**config.mk**
```make
export PLATFORM = sky130hd
export DESIGN_NAME = uart_tx_frame_ctrl
export DESIGN_NICKNAME = d
export VERILOG_FILES = /design/src/rtl/uart_tx_frame_ctrl.sv
export SDC_FILE = /design/constraint.sdc
export NUM_CORES = 1
export LEC_CHECK = 0
export ABC_AREA = 1
export BUFFER_PORTS_ARGS = -buffer_cell sky130_fd_sc_hd__buf_2
export CAP_MARGIN = 20
export CORE_ASPECT_RATIO = 0.8
export CORE_MARGIN = 2
export CORE_UTILIZATION = 55
export DETAILED_ROUTE_END_ITERATION = 6
export PLACE_DENSITY = 0.8
export SYNTH_ARGS = -nofsm -noshare
export SYNTH_HDL_FRONTEND = slang
export SYNTH_SLANG_ARGS = --single-unit
```
**constraint.sdc**
```tcl
create_clock -name clk -period 2.3 [get_ports clk]
set_input_delay 0.23 -clock clk [delete_from_list [all_inputs] [get_ports clk]]
set_output_delay 0.23 -clock clk [all_outputs]
set_load 0.005 [all_outputs]
```
**src/rtl/uart_tx_frame_ctrl.sv**
```systemverilog
// UART transmit frame controller: builds a 12-bit start/data/parity/stop frame and
// drives load/shift strobes for the downstream serial shift register at the baud rate.
module uart_tx_frame_ctrl #(
   parameter int unsigned BAUD_DIV   = 5208,
   parameter bit          PARITY_EN  = 1'b1,
   parameter bit          PARITY_ODD = 1'b0
) (
   input  logic        clk,
   input  logic        reset,
   input  logic        cs,
   input  logic        tx_start,
   input  logic [7:0]  tx_data,
   output logic [11:0] frame,
   output logic        load,
   output logic        shift,
   output logic        busy,
   output logic        done,
   output logic        overrun
);

   typedef enum logic [1:0] {
      ST_IDLE  = 2'd0,
      ST_LOAD  = 2'd1,
      ST_SHIFT = 2'd2,
      ST_STOP  = 2'd3
   } state_t;

   localparam logic [15:0] BAUD_LAST = 16'(BAUD_DIV - 32'd1);

   // Bit 9 of the frame: parity when enabled, otherwise an extra stop bit.
   function automatic logic parity_bit(input logic [7:0] d);
      logic p;
      if (!PARITY_EN) begin
         p = 1'b1;
      end else if (PARITY_ODD) begin
         p = ~^d;
      end else begin
         p = ^d;
      end
      return p;
   endfunction

   state_t      state_r;
   logic [15:0] baud_cnt_r;
   logic [3:0]  bit_cnt_r;
   logic [11:0] frame_r;
   logic        load_r;
   logic        shift_r;
   logic        busy_r;
   logic        done_r;
   logic        overrun_r;

   logic        accept_s;
   logic        drop_s;
   logic        baud_wrap_s;

   assign accept_s    = cs & tx_start & (state_r == ST_IDLE);
   assign drop_s      = cs & tx_start & (state_r != ST_IDLE);
   assign baud_wrap_s = (baud_cnt_r == BAUD_LAST);

   // Frame sequencer: the first shift leaves LOAD directly, the remaining eleven
   // are paced by the baud counter, and STOP gives the last stop bit a full bit time.
   always_ff @(posedge clk or negedge reset) begin
      if (!reset) begin
         state_r    <= ST_IDLE;
         baud_cnt_r <= 16'd0;
         bit_cnt_r  <= 4'd0;
         frame_r    <= 12'hFFF;
         load_r     <= 1'b0;
         shift_r    <= 1'b0;
         busy_r     <= 1'b0;
         done_r     <= 1'b0;
         overrun_r  <= 1'b0;
      end else begin
         load_r    <= 1'b0;
         shift_r   <= 1'b0;
         done_r    <= 1'b0;
         overrun_r <= drop_s;
         case (state_r)
            ST_IDLE: begin
               if (accept_s) begin
                  frame_r <= {2'b11, parity_bit(tx_data), tx_data, 1'b0};
                  load_r  <= 1'b1;
                  busy_r  <= 1'b1;
                  state_r <= ST_LOAD;
               end else begin
                  busy_r  <= 1'b0;
               end
            end
            ST_LOAD: begin
               shift_r    <= 1'b1;
               bit_cnt_r  <= 4'd1;
               baud_cnt_r <= 16'd0;
               state_r    <= ST_SHIFT;
            end
            ST_SHIFT: begin
               if (baud_wrap_s) begin
                  baud_cnt_r <= 16'd0;
                  shift_r    <= 1'b1;
                  bit_cnt_r  <= bit_cnt_r + 4'd1;
                  if (bit_cnt_r == 4'd11) begin
                     state_r <= ST_STOP;
                  end else begin
                     state_r <= ST_SHIFT;
                  end
               end else begin
                  baud_cnt_r <= baud_cnt_r + 16'd1;
               end
            end
            ST_STOP: begin
               if (baud_wrap_s) begin
                  baud_cnt_r <= 16'd0;
                  bit_cnt_r  <= 4'd0;
                  done_r     <= 1'b1;
                  busy_r     <= 1'b0;
                  state_r    <= ST_IDLE;
               end else begin
                  baud_cnt_r <= baud_cnt_r + 16'd1;
               end
            end
            default: begin
               baud_cnt_r <= 16'd0;
               bit_cnt_r  <= 4'd0;
               busy_r     <= 1'b0;
               state_r    <= ST_IDLE;
            end
         endcase
      end
   end

   assign frame   = frame_r;
   assign load    = load_r;
   assign shift   = shift_r;
   assign busy    = busy_r;
   assign done    = done_r;
   assign overrun = overrun_r;

endmodule
```
==> results.cfg <==
[worst_setup_path]
critPathKind = reg2reg
rr_startpoint = state_r[1]
rr_worst_depth = 8
required_ps = 2530
cp.arrival_ps = 2060
cp-end-kind = flip-flop
path_max_fanout = 19
rr_endpoint = busy
rrSetupSlack_ps = 470
crit_path_start_kind = flip-flop

[sta]
fmax_ghz = 0.548
slew_headroom_pct = 47.1
tightest_slew_ps = 793
slew_viol_final = 0
grt_setup_unrepaired = false
setup_slack_ps = 474
hold_viol_final = 0
fin_crit_sh_pct = 79.4
tns_ps = 0
finalSetupViolCount = 0
post-route-min-period_ps = 1830
skew_ps = 10.1

[clocking]
cts.sinks = 37
cts-buffers-inserted = 5
cts_root_buf = clkbuf_8
cts_hold_buf = 0
cts.reportedPaths.clkPinSlew_ps = 80
postCtsSetupBuffers = 0
cts_tree = yes
cts.repair.resized = 0
clock_path_buffers = 2
worstSkewPairLatency_ps = 290
htree_num_levels = 2

[layout]
seqCellArea_um2 = 938
multi_input_comb_area_um2 = 1130
layout.nets = 337
layout_common_cells = nand2_1, nor2_1, dfrtp_1, nand3_1, buf_2
n_antenna_cell = 0
final_util_pct = 64.7
area_delta_synth_final_pct = 11.5
drive_gt1_share_pct = 20.6
instances_no_fill = 375
n_fill_cell = 335
final_common_cell = nand2_1
design_area_um2 = 2480

[floorplan]
core-area_um2 = 3830
die_y_um = 60.9
start_util_pct = 58.0
ios = 29
num_rows = 20
die_width_um = 75.1
dieArea_um2 = 4570

[synth]
syn_inst = 289
synth_top_family_by_area = simple AND/OR/NAND/NOR gates
ys_ff_latch = 37
yosys.area_share.simple_pct = 38.6
synth_compound_area_share_pct = 2.82
ys_seq_area_share_pct = 42.2
synthXorXnorAreaFrac_pct = 5.91
ys_warn_count = 0
synth_mux_area_share_pct = 0
netlist_area_um2 = 2220
synthAdderAreaFrac_pct = 3.38
synth_area_leaders = dfrtp_1, nand2_1, dfstp_2, nand3_1, nor2_1
syn_avg_cell_area_um2 = 7.69
netlist.area_leader.share_pct = 30.4
synth_top_area_cell = dfrtp_1
yosysUniqueCellTypes = 27

[status]
status = finished clean

[global_routing]
track_usage_pct = 22.7
grt_pass1_vias = 1727
grt_pass1_wl_um = 7730
grt.overflow.total = 0
grt_max_degree = 38
antenna_found_initial = 0

[power]
powerDensity_nw_per_um2 = 958
leakagePower_uw = 0.00120
worst_ir_drop_vdd_mv = 0.756

[route]
num_vias = 1849
antenna_left = 0
drt_iter0_drc = 80
avgViaCountPerCell = 4.93
dr.pass1.iters = 5
drt_wl_total_um = 4450
drc = 0
wl_per_cell_um = 11.9

[placed_design]
io_buffers = 26
post-dp-hpwl_um = 3380
dpl.cell_count = 367
dpl-instance-area_um2 = 2400
place_congestion = 0.936
pre_cts_ws_ps = 524

[worst_hold_path]
hold_class = in2async

[job]
cap_violations = 0
-- cell type report --
cell class	instances	share of cell area (%)
multi-input combinational	221	45.7
sequential	37	37.9
timing repair buffer	28	5.86
inverter	26	4.44
clock buffer	6	2.93
tap	55	2.78
clock inverter	2	0.404
-- worst max path at each step --
| stage | start | end | slack (ps) | depth (start not counted) |
|---|---|---|---|---|
| floorplan | state_r[1] | baud_cnt_r[10] | 800 | 8 |
| global placement | state_r[1] | busy | 570 | 8 |
| detailed placement | state_r[1] | busy | 520 | 8 |
| CTS | state_r[1] | busy | 470 | 8 |
| global route | state_r[1] | busy | 300 | 8 |
| finish | state_r[1] | busy | 470 | 8 |
-- sequential cells by signal (all words and copies together) (netlist names) --
name,cells
state_r,2
busy,1
load,1
shift,1
overrun,1
frame,10
bit_cnt_r,4
done,1
baud_cnt_r,16
-- synth_stat cells --
cell,count
nand2_1,94
nor2_1,34
dfrtp_1,27
nand3_1,26
inv_1,24
nor2_2,11
dfstp_2,10
nand4_1,8
o21ai_0,8
xnor2_1,8
xor2_1,7
ha_1,6
a21oi_1,3
buf_4,3
nand2_2,3
nor2_4,3
buf_2,2
nand2_8,2
nor3_1,2
buf_6,1
clkinv_1,1
clkinv_8,1
conb_1,1
nand2_4,1
nand3b_1,1
o21a_1,1
or2_1,1
-- stage by stage --
stage	total power, µW	hold slack (ps)
final	2370	16.4
after detailed placement	1950	371
after global placement	1920	360
after CTS	2400	52.9
after floorplan	1690	-65.6
after global routing	2580	114
-- critical path: stages, from the launching register on --
cell	delay, ps
dfrtp_1	440
inv_1	140
ha_1	350
inv_1	130
buf_4	230
nor2_1	130
o21ai_0	70
or2_1	220
inv_1	60
-- report_power, final --
part / internal (µW) / switching [µW]
sequential: 857 / 109
clock: 210 / 231
combinational: 345 / 622
-- cell families after synthesis --
group | after synthesis
adders and majority gates | 6
xor gates and xnor gates | 15
and+or+nand+nor | 186
other | 1
AOI/OAI and AO/OA | 12
buffers and inverters | 32
DFF | 37
-- metal layers --
layer	global-route usage [%]	part of all wire (%)
met1	32.6	48
met2	35.3	45
met3	4.82	5.6
met4	5.87	0.85
met5	0	0
No activity file was read; power rests on OpenSTA's default activity.
